### config.mk
export PLATFORM = sky130hd
export DESIGN_NAME = led_io_ctrl
export DESIGN_NICKNAME = d
export VERILOG_FILES = /design/src/rtl/led_io_ctrl.sv
export SDC_FILE = /design/constraint.sdc
export NUM_CORES = 1
export LEC_CHECK = 0
export CORE_MARGIN = 2
export CORE_UTILIZATION = 65
export CTS_BUF_LIST = sky130_fd_sc_hd__clkbuf_4
export DETAILED_ROUTE_END_ITERATION = 10
export PLACE_DENSITY = 0.94
export SLEW_MARGIN = 30
export SYNTH_ARGS = -nofsm -noshare
export SYNTH_HDL_FRONTEND = slang
export SYNTH_SLANG_ARGS = --single-unit
### constraint.sdc
create_clock -name clk_clk -period 8.9 [get_ports clk_clk]
set_clock_uncertainty 0.15 [all_clocks]
set_input_delay 1.335 -clock clk_clk [delete_from_list [all_inputs] [get_ports clk_clk]]
set_output_delay 1.335 -clock clk_clk [all_outputs]
set_load 0.1 [all_outputs]
### src/rtl/led_io_ctrl.sv
// LED/switch/button peripheral on an Avalon-MM slave: four LED modes,
// synchronised switches, debounced buttons with sticky press flags and IRQ.
module led_io_ctrl #(
    parameter int N_LEDS          = 8,
    parameter int N_SW            = 8,
    parameter int N_BTN           = 4,
    parameter int DEBOUNCE_CYCLES = 50000,
    parameter int DEFAULT_PERIOD  = 25000000
) (
    input  logic              clk_clk,
    input  logic              reset_reset_n,
    input  logic [2:0]        avs_address,
    input  logic              avs_read,
    input  logic              avs_write,
    input  logic [31:0]       avs_writedata,
    output logic [31:0]       avs_readdata,
    output logic              irq,
    input  logic [N_SW-1:0]   switches,
    input  logic [N_BTN-1:0]  buttons,
    output logic [N_LEDS-1:0] leds
);

    localparam int DB_W = (DEBOUNCE_CYCLES > 2) ? $clog2(DEBOUNCE_CYCLES) : 1;
    localparam logic [DB_W-1:0] DB_MAX = DB_W'(DEBOUNCE_CYCLES - 1);

    localparam logic [1:0] MODE_STATIC = 2'd0;
    localparam logic [1:0] MODE_BLINK  = 2'd1;
    localparam logic [1:0] MODE_ROTATE = 2'd2;
    localparam logic [1:0] MODE_MIRROR = 2'd3;

    logic                        r_en;
    logic [1:0]                  r_mode;
    logic [N_LEDS-1:0]           r_led_val;
    logic [31:0]                 r_period;
    logic [N_BTN-1:0]            r_edge;
    logic [N_BTN-1:0]            r_mask;
    logic [N_SW-1:0]             r_sw_s1;
    logic [N_SW-1:0]             r_sw_s2;
    logic [N_BTN-1:0]            r_btn_s1;
    logic [N_BTN-1:0]            r_btn_s2;
    logic [N_BTN-1:0]            r_btn;
    logic [N_BTN-1:0]            r_btn_prev;
    logic [N_BTN-1:0][DB_W-1:0]  r_db_cnt;
    logic [31:0]                 r_cnt;
    logic                        r_phase;
    logic [N_LEDS-1:0]           r_shift;
    logic [N_LEDS-1:0]           r_leds;
    logic                        r_irq;
    logic [31:0]                 r_rdata;

    logic              w_wr_ctrl;
    logic              w_wr_led;
    logic              w_wr_period;
    logic              w_wr_edge;
    logic              w_wr_mask;
    logic [N_BTN-1:0]  w_w1c;
    logic [N_BTN-1:0]  w_raw;
    logic [N_BTN-1:0]  w_press;
    logic [31:0]       w_per_m1;
    logic              w_clr;
    logic              w_tick;
    logic [N_LEDS-1:0] w_rotl;
    logic [N_LEDS-1:0] w_mirror;
    logic [N_LEDS-1:0] w_leds_nxt;
    logic [31:0]       w_rdata;

    assign w_wr_ctrl   = avs_write && (avs_address == 3'd0);
    assign w_wr_led    = avs_write && (avs_address == 3'd1);
    assign w_wr_period = avs_write && (avs_address == 3'd2);
    assign w_wr_edge   = avs_write && (avs_address == 3'd5);
    assign w_wr_mask   = avs_write && (avs_address == 3'd6);
    assign w_w1c       = w_wr_edge ? avs_writedata[N_BTN-1:0] : '0;

    // Buttons are active-low on the pins; internally 1 = pressed
    assign w_raw   = ~r_btn_s2;
    assign w_press = r_btn & ~r_btn_prev;

    assign w_per_m1 = (r_period == 32'd0) ? 32'd0 : r_period - 32'd1;
    assign w_clr    = w_wr_ctrl || w_wr_period;
    assign w_tick   = r_en && !w_clr && (r_cnt == w_per_m1);
    assign w_rotl   = (r_shift << 1) | (r_shift >> (N_LEDS - 1));

    generate
        if (N_LEDS <= N_SW) begin : g_mir_trunc
            assign w_mirror = r_sw_s2[N_LEDS-1:0];
        end else begin : g_mir_ext
            assign w_mirror = {{(N_LEDS - N_SW){1'b0}}, r_sw_s2};
        end
    endgenerate

    always_comb begin
        w_leds_nxt = '0;
        if (r_en) begin
            unique case (r_mode)
                MODE_STATIC: w_leds_nxt = r_led_val;
                MODE_BLINK:  w_leds_nxt = r_phase ? r_led_val : '0;
                MODE_ROTATE: w_leds_nxt = r_shift;
                MODE_MIRROR: w_leds_nxt = w_mirror;
                default:     w_leds_nxt = '0;
            endcase
        end
    end

    always_comb begin
        w_rdata = '0;
        unique case (avs_address)
            3'd0:    w_rdata = {29'd0, r_mode, r_en};
            3'd1:    w_rdata = 32'(r_led_val);
            3'd2:    w_rdata = r_period;
            3'd3:    w_rdata = 32'(r_sw_s2);
            3'd4:    w_rdata = 32'(r_btn);
            3'd5:    w_rdata = 32'(r_edge);
            3'd6:    w_rdata = 32'(r_mask);
            default: w_rdata = '0;
        endcase
    end

    always_ff @(posedge clk_clk or negedge reset_reset_n) begin
        if (!reset_reset_n) begin
            r_en      <= 1'b0;
            r_mode    <= MODE_STATIC;
            r_led_val <= '0;
            r_period  <= 32'(DEFAULT_PERIOD);
            r_mask    <= '0;
            r_edge    <= '0;
        end else begin
            if (w_wr_ctrl) begin
                r_en   <= avs_writedata[0];
                r_mode <= avs_writedata[2:1];
            end
            if (w_wr_led)    r_led_val <= avs_writedata[N_LEDS-1:0];
            if (w_wr_period) r_period  <= avs_writedata;
            if (w_wr_mask)   r_mask    <= avs_writedata[N_BTN-1:0];
            // A new press in the clear cycle survives the W1C
            r_edge <= (r_edge & ~w_w1c) | w_press;
        end
    end

    always_ff @(posedge clk_clk or negedge reset_reset_n) begin
        if (!reset_reset_n) begin
            r_sw_s1    <= '0;
            r_sw_s2    <= '0;
            r_btn_s1   <= '1;
            r_btn_s2   <= '1;
            r_btn      <= '0;
            r_btn_prev <= '0;
            r_db_cnt   <= '0;
        end else begin
            r_sw_s1    <= switches;
            r_sw_s2    <= r_sw_s1;
            r_btn_s1   <= buttons;
            r_btn_s2   <= r_btn_s1;
            r_btn_prev <= r_btn;
            for (int i = 0; i < N_BTN; i++) begin
                if (w_raw[i] != r_btn[i]) begin
                    if (r_db_cnt[i] == DB_MAX) begin
                        r_btn[i]    <= w_raw[i];
                        r_db_cnt[i] <= '0;
                    end else begin
                        r_db_cnt[i] <= r_db_cnt[i] + 1'b1;
                    end
                end else begin
                    r_db_cnt[i] <= '0;
                end
            end
        end
    end

    always_ff @(posedge clk_clk or negedge reset_reset_n) begin
        if (!reset_reset_n) begin
            r_cnt   <= '0;
            r_phase <= 1'b0;
            r_shift <= '0;
            r_leds  <= '0;
            r_irq   <= 1'b0;
            r_rdata <= '0;
        end else begin
            if (w_clr || !r_en || w_tick) r_cnt <= '0;
            else                          r_cnt <= r_cnt + 32'd1;
            if (w_wr_ctrl) begin
                r_phase <= 1'b1;
                r_shift <= r_led_val;
            end else if (w_wr_led) begin
                r_shift <= avs_writedata[N_LEDS-1:0];
            end else if (w_tick) begin
                if (r_mode == MODE_BLINK)  r_phase <= ~r_phase;
                if (r_mode == MODE_ROTATE) r_shift <= w_rotl;
            end
            r_leds <= w_leds_nxt;
            r_irq  <= |(r_edge & r_mask);
            if (avs_read) r_rdata <= w_rdata;
        end
    end

    assign leds         = r_leds;
    assign irq          = r_irq;
    assign avs_readdata = r_rdata;

endmodule

== Word-level counts from Yosys, hierarchy flattened ==
Cells that the tools add are included.

* Flip-flop bits (word level): 229
* Logic and storage cells: 108

* Add/subtract/negate cells: 6
* Equal/unequal tests: 19
* Multiplexer cells: 23
* Bitwise gates (word level): 9
* Reduce and logical (&&, ||, !) cells: 26

{| class="wikitable"
|+ Operator list
! cell !! number
|-
| $pmux 32 s7 || 1
|-
| $mux 16 || 8
|-
| $add 16x1->16 const B || 4
|-
| $eq 16x16->1 const B || 4
|-
| $mux 32 || 2
|-
| $mux 8 || 6
|-
| $add 32x1->32 const B || 1
|-
| $eq 32x32->1 || 1
|-
| $logic_not 32->1 || 1
|-
| $pmux 8 s4 || 1
|-
| $sub 32x1->32 const B || 1
|-
| $and 4x4->4 || 3
|-
| $not 4->4 || 3
|-
| $reduce_and 2->1 || 5
|-
| $eq 3x3->1 const B || 3
|-
| $or 8x1->8 || 1
|-
| $logic_and 1x1->1 || 7
|-
| $eq 3x2->1 const B || 2
|-
| $reduce_bool 3->1 || 2
|-
| $eq 2x2->1 const B || 2
|-
| $mux 1 || 4
|-
| $mux 4 || 1
|-
| $ne 1x1->1 || 4
|-
| $or 4x4->4 || 1
|-
| 11 further kinds || 15
|}

== Depth between registers and ports, before layout ==
Gate-level depths: netlist of run 1.

* Depth in word-level cells: 9
* Depth in mapped cells: 14
* Gate-level depth less buffers: 12

== Worst setup path after synthesis of run 1 ==
OpenSTA, ideal clock, no wires.

* Path type: in2reg
* From: input port avs_address[1]
* To: register r_period[10]
* Library setup time: 0.125 ns
* Data arrival time: 3.191 ns
* Path slack: 5.434 ns
* Cell stages on the path: 7
* Buffers on the path: 3
* Cell sequence: clkbuf_1 > inv_1 > nor2_1 > and2_1 > clkbuf_1 > clkbuf_1 > mux2_2

* Word-level cells in the longest chain between the ends: 2

{| class="wikitable"
|+ RTL lines
! item !! line !! RTL
|-
| from (decl) || 12 || <nowiki>input logic [2:0] avs_address,</nowiki>
|-
| $eq 3x2->1 || 69 || <nowiki>assign w_wr_period = avs_write && (avs_address == 3'd2);</nowiki>
|-
| $logic_and 1x1->1 || 69 ||
|-
| to (signal assigned) || 123 || <nowiki>r_period <= 32'(DEFAULT_PERIOD);</nowiki>
|-
| to (signal assigned) || 132 || <nowiki>if (w_wr_period) r_period <= avs_writedata;</nowiki>
|-
| to (decl) || 34 || <nowiki>logic [31:0] r_period;</nowiki>
|}

Every way passes these cells.
A chain may end at the register's enable or synchronous reset.

== Worst setup path after layout of run 1 ==
* From: register r_period[10]
* To: register r_shift[2]

* Word-level cells in the longest chain between the ends: 6
* Elaborated cells between the ends (all ways): 7
* Classes of those cells: 1 x add/sub; 1 x eq/ne; 1 x mux; 4 x reduce/logical

{| class="wikitable"
|+ RTL lines
! item !! line !! RTL
|-
| $sub 32x1->32 or $logic_not 32->1 (tied branches) || 78 || <nowiki>assign w_per_m1 = (r_period == 32'd0) ? 32'd0 : r_period - 32'd1;</nowiki>
|-
| $mux 32 * || 78 ||
|-
| $eq 32x32->1 * || 80 || <nowiki>assign w_tick = r_en && !w_clr && (r_cnt == w_per_m1);</nowiki>
|-
| $logic_and 1x1->1 * || 80 ||
|-
| $reduce_bool 3->1 (no source line) * || -- ||
|-
| $reduce_and 2->1 (no source line) * || -- ||
|-
| to (signal assigned) || 182 || <nowiki>r_shift <= r_led_val;</nowiki>
|-
| to (signal assigned) || 184 || <nowiki>r_shift <= avs_writedata[N_LEDS-1:0];</nowiki>
|-
| to (signal assigned) || 187 || <nowiki>if (r_mode == MODE_ROTATE) r_shift <= w_rotl;</nowiki>
|-
| to (decl) || 46 || <nowiki>logic [N_LEDS-1:0] r_shift;</nowiki>
|}

Every way passes the cells marked *; elsewhere a longest branch is shown, timed or not.

==> results.md, run 1 <==
* Die Ht at around 140 um
* Post-synth cell types at just over 60
* First-pass GRT wire length at 46000 um
* Worst setup EP type: register
* Final Net Count at roughly 1300
* Cells after DPL at 1438
* Worst-Skew Late Latency at between 600 and 700 ps
* Worst-path fanout max at 11
* Required @ worst endpoint at slightly above 9000 ps
* Post-Syn Nets at between 1000 and 1500
* Share of layout cells above drive strength 1 at 0.134
* Final Hold Viols at 0
* Post-CTS Setup Bufs at 0
* Final setup TNS at 0 ps
* Worst-Margin Slew at about 1000 ps
* Vias in the first global route at around 9400
* Post-CTS Hold Fix Bufs at 0
* ANT nets after route at 0
* Number of flops mapped to enable cells by yosys at 0
* Clk buf depth at 3
* RSZ-0062 raised after global routing: false
* Synth Register Bits at 229
* Avg Inst Size Synth at between 9 and 10 sq um
* Sequential area share after synthesis at 0.508
* Reg area at between 5000 and 6000 sq um
* Root buffer cell: clkbuf_4
* Ys Warns at 0
* Port bufs at 91
* I/O pin total at 92
* TritonCTS Sinks at approximately 230
* Max_slew headroom at 0.330
* Die boundary width at between 100 and 150 um
* Top_reg_cell synth: dfrtp_1
* Vias at 9306
* Filler instances at about 1100
* Area occupied by multi-input gates at ~5200 sq um
* Std cell rows at 48
* Mapped Area at 11300 sq um
* 1st-pass router iterations at 5
* Die ar. at about 19000 sq um
* # resized after CTS at 0
* Final setup viols at 0
* Fmax at between 200 and 250 MHz
* Gr usage total at 0.315
* Ys async rst share at 1.00
* CTS tree: done
* WS Path Type: reg -> reg
* TritonCTS buffer count at 55
* Pin count of the biggest net entering global routing at 95
* Gate Count Post-Synth at 1162
* Critical Path Source Type: register
* Via-to-Cell Ratio at about 6
* Max Cap Violations at 0
* Total grt overflow at 0
* Status: completed
* Final max-slew violation count at 0
* Layout Cells excl Fill at between 1500 and 2000
* Starting density of the core at 0.660
* Minimum clock period after layout at approximately 4400 ps
* CORE AREA at ~17000 sq um
* Initial DRC count at 745
* Routability cong. at around 0.97
* H-tree depth at 2
* Final wirelength at about 28000 um
* Leakage Power at around 0.0055 uW
* Top cell type by total area after synthesis: dfrtp_1
* Drc violations at 0
* Post-synth top area share at 0.462
* Area contributors post-synth: dfrtp_1 (46%), nand2_1 (5.0%), nor2_1 (4.9%)
* Initial antenna violation count at 1
* Final HPWL DP at between 15000 and 20000 um
* Peak supply drop at 184 uV
* Reg clk slew, reported paths at about 70 ps
* Area growth syn-to-layout at 16.3%
* WL per Instance at 18.3 um
* Hold WC Path Type: reg -> reg
* Pwr/cell area at 207 nW/um^2
* Final period util at 0.495
* WP data arrival at between 4000 and 5000 ps
-- logic make-up after synthesis --
| group | after synthesis | share of synthesized area |
|---|---|---|
| buf+inv | 97 | 0.0340 |
| mux | 53 | 0.0543 |
| fa+ha+maj | 6 | 0.00663 |
| flops | 229 | 0.508 |
| compound gates | 153 | 0.0864 |
| simple gates | 502 | 0.215 |
| xor+xnor | 122 | 0.0955 |
-- final timing paths --
| check | start | endpoint | slack [ps] | cells past startpoint |
|---|---|---|---|---|
| worst min register to register | r_sw_s1[5]$_DFF_PN0_ | r_sw_s2[5]$_DFF_PN0_ | 190 | 0 |
| worst min-delay path | r_sw_s1[5]$_DFF_PN0_ | r_sw_s2[5]$_DFF_PN0_ | 190 | 0 |
| max in group asynchronous | reset_reset_n | r_cnt[21]$_DFF_PN0_ | 6780 | 2 |
| min in group asynchronous | reset_reset_n | leds[7]$_DFF_PN0_ | 540 | 1 |
| worst max register to register | r_period[10]$_DFFE_PN0P_ | r_shift[2]$_DFFE_PN0P_ | 4490 | 10 |
| worst max-delay path | r_period[10]$_DFFE_PN0P_ | r_shift[2]$_DFFE_PN0P_ | 4490 | 10 |
-- sequential cells by signal, summed over array words and instances (netlist names), 4 cells and up --
register / flops
r_db_cnt: 64
r_btn_s1: 4
r_btn_s2: 4
r_edge: 4
r_shift: 8
r_mask: 4
r_btn_prev: 4
r_led_val: 8
avs_readdata: 32
r_period: 32
r_cnt: 32
r_btn: 4
r_sw_s1: 8
r_sw_s2: 8
leds: 8
-- Yosys cell counts, types with 10 or more instances --
cell      instances
o31ai_1          10
o21ai_0          48
dfrtp_1         209
xnor2_1          60
and3_1           25
nand2b_1         13
clkbuf_1         38
mux2i_1          12
o221ai_1         11
a21oi_1          28
mux2_2           38
xor2_1           61
nor2_1          148
nand2_1         152
inv_1            47
dfstp_2          20
a22oi_1          10
nor4_1           15
nor3_1           27
nand4_1          23
nand3_1          45
-- cell type report --
cell class              instances  area share
repair buffers                101      0.0758
inverters                      47      0.0134
clock inverters                30      0.0155
multi-input cells             836       0.395
well taps                     225      0.0214
flip-flops and latches        229       0.437
diodes                          1    0.000190
clock buffers                  74      0.0421
-- per-layer routing --
metal | global-route usage | vias to the layer above | part of all wire | wire [um]
li1 | - | 4248 | - | -
met3 | 0.0686 | 112 | 0.078 | 2210
met4 | 0.156 | 0 | 0.045 | 1260
met5 | 0 | - | 0 | 0
met1 | 0.391 | 4478 | 0.39 | 10900
met2 | 0.523 | 468 | 0.49 | 13900
-- where the power goes --
group | leakage [uW] | internal [uW] | switching, uW
Sequential | 0.00297 | 1140 | 124
Combinational | 0.00210 | 196 | 350
Clock | 0.000444 | 481 | 434
Total | 0.00552 | 1820 | 908
-- cells in the final DEF (no fill, tap or decap), types with 6 or more instances in the layout --
cell type	n
nor4_1	15
o21ai_0	48
dfrtp_1	209
and3_1	25
mux2_2	38
clkbuf_4	74
clkinv_1	19
o221ai_1	11
nor2_1	148
xnor2_1	60
mux2i_1	12
inv_1	47
nand4_1	23
nand2b_1	13
xor2_1	61
o21ai_1	8
a21oi_1	28
clkinv_2	6
or2_2	6
dfstp_2	20
nand3_1	45
nand2_1	152
buf_4	8
and2_1	7
a21boi_0	8
or3_1	6
a22oi_1	10
o31ai_1	9
clkdlybuf4s50_1	90
nor3_1	26
ha_1	6
-- per-stage QoR --
stage,worst slack [ps],power [uW],hold slack (ps),utilization,cell area [sq um]
2_1_floorplan,5430,1630,181,-,11300
3_3_place_gp,4370,1790,182,0.722,12400
3_5_place_dp,4180,1810,185,0.723,12400
4_1_cts,4610,2730,194,0.767,13200
5_1_grt,4270,2840,205,0.767,13200
6_report,4490,2720,189,0.767,13200
-- critical path, cell delays in order, from the launching register on --
cell      delay (ps)
dfrtp_1          480
nor4_4           460
nand3_1          490
or4_1            640
a32o_1           260
a211oi_1         180
and4_1           210
nand4_1          330
or4_1            770
a21oi_1          240
o21ai_1          100
No activity file was read; power rests on OpenSTA's default activity.
==> run 2, diff against run 1 <==
Settings changed: CORE_UTILIZATION 65 to 61, PLACE_DENSITY 0.94 to 0.89.
Clock period 8.9 ns to 4.3 ns, I/O delays scaled along.
==> results.md, run 2 (same netlist as run 1, synthesis figures left out) <==
* Vias at between 9000 and 10000
* Setup slack after layout at approximately 290 ps
* Worst-path fanout max at 14
* Via-to-Cell Ratio at 5.92
* Placed instance area at roughly 13000 sq um
* Crit-path max cell delay at between 700 and 800 ps
* RSZ-0062 raised after global routing: false
* Die Ht at between 100 and 150 um
* Worst-Margin Slew at around 1000 ps
* TritonCTS buffer count at between 50 and 60
* Total grt overflow at 0
* Most frequent cells in the layout: dfrtp_1 (209), nand2_1 (152), nor2_1 (148)
* Final Hold Viols at 0
* Final Net Count at 1344
* Most common cell after layout, fill and taps aside: dfrtp_1
* Pwr/cell area at 425 nW/um^2
* Share of layout cells above drive strength 1 at 0.148
* Largest register FFs at 64
* Reg clk slew, reported paths at 80 ps
* WS Path Type: reg -> reg
* Die boundary width at 140 um
* Critical Path Source Type: register
* Peak supply drop at ~340 uV
* Gr usage total at 0.291
* Final HPWL DP at approximately 19000 um
* Status: completed
* CORE AREA at between 15000 and 20000 sq um
* DP Worst Slack at 408 ps
* Std cell rows at 49
* Final wirelength at between 20000 and 30000 um
* Final Cell Area at approximately 13000 sq um
* Clk buf depth at 3
* Root buffer cell: clkbuf_4
* Minimum clock period after layout at 4010 ps
* Max Cap Violations at 0
* Required @ worst endpoint at 4730 ps
* Final max-slew violation count at 0
* CP max stage cell: or4_1
* Drc violations at 0
* Port bufs at slightly above 90
* Final setup TNS at 0 ps
* 1st-pass router iterations at 6
* Initial antenna violation count at 1
* Routability cong. at between 0.9 and 1
* Hold WC Path Type: in -> reg
* Starting density of the core at 0.626
* WL per Instance at around 18 um
* Initial DRC count at roughly 720
* First-pass GRT wire length at between 40000 and 50000 um
* Area growth syn-to-layout at 17.6%
* Crit path cell chain: nor4_2 -> buf_4 -> nand2_1 -> nor4_2 -> xnor2_1 -> a211oi_1 -> and4_1 -> nand4_1 -> or4_1 -> a21oi_1 -> o21ai_1
* TritonCTS Sinks at about 230
* WP buf/inv at 1
* Vias in the first global route at 9320
* Crit path top cell by count: nor4_2
* Hold Slack at 184 ps
* Worst path top cell family by delay: simple AND/OR/NAND/NOR gates
* I/O pin total at a little over 90
* Leakage Power at between 0.005 and 0.006 uW
* Final setup viols at 0
* Max_slew headroom at 0.329
* ANT nets after route at 0
* CTS tree: done
* Pin count of the biggest net entering global routing at 118
* Tot Pwr at approximately 5700 uW
* WP data arrival at around 4500 ps
* H-tree depth at 2
* Fmax at approximately 250 MHz
* Final period util at 0.933
* Worst setup EP type: register
* Worst-Skew Late Latency at between 700 and 800 ps
* Die ar. at about 20000 sq um
* Top reg by flops: r_db_cnt
-- run 2: cell count changes in the layout (fill, tap and decap cells not counted), sizes merged --
cell / previous run / this run
clkbuf: 74 / 86
bufinv: 3 / 1
buf: 11 / 25
clkinv: 26 / 20
dlygate4sd3: 0 / 1
-- run 2: path summary, 6_finish.rpt --
check	from	end	slack [ps]	depth (start not counted)
max in group asynchronous	reset_reset_n	r_btn_s1[2]$_DFF_PN1_	2640	3
min	buttons[1]	r_btn_s1[1]$_DFF_PN1_	180	1
min reg2reg	r_sw_s1[1]$_DFF_PN0_	r_sw_s2[1]$_DFF_PN0_	190	0
min in group asynchronous	reset_reset_n	avs_readdata[8]$_DFFE_PN0P_	440	2
max	r_period[2]$_DFFE_PN0P_	r_shift[5]$_DFFE_PN0P_	290	11
max reg2reg	r_period[2]$_DFFE_PN0P_	r_shift[5]$_DFFE_PN0P_	290	11
-- run 2: routing by layer --
metal	wire length, um	GRT usage	vias up
met3	2030	0.0656	97
li1	-	-	4292
met4	1100	0.135	0
met1	11100	0.361	4474
met2	13700	0.487	414
met5	0	0.0150	-
-- run 2: report_power, final --
| group | switching (uW) | internal [uW] | total (uW) | leakage [uW] |
|---|---|---|---|---|
| Clock | 905 | 982 | 1890 | 0.000453 |
| Combinational | 742 | 420 | 1160 | 0.00218 |
| Sequential | 251 | 2360 | 2610 | 0.00297 |
-- run 2: stage by stage --
step                instances   util
floorplan                1162      -
global placement         1456  0.693
detailed placement       1456  0.693
CTS                      1565  0.736
global route             1566  0.737
finish                   1566  0.737
-- run 2: area by class of cell --
class,count,area [sq um]
timing repair buffer,116,1120
inverter,47,176
sequential,229,5760
tap,229,287
clock inverter,22,121
multi-input combinational,836,5220
fill,1220,4760
antenna,1,2.50
clock buffer,86,646
-- run 2: repair_timing --
item                                   CTS  global route
resized for setup                        0             2
hold buffers                             1             0
endpoints found under the hold margin   99             0
setup buffers                            0             0
setup endpoints to repair                0             8
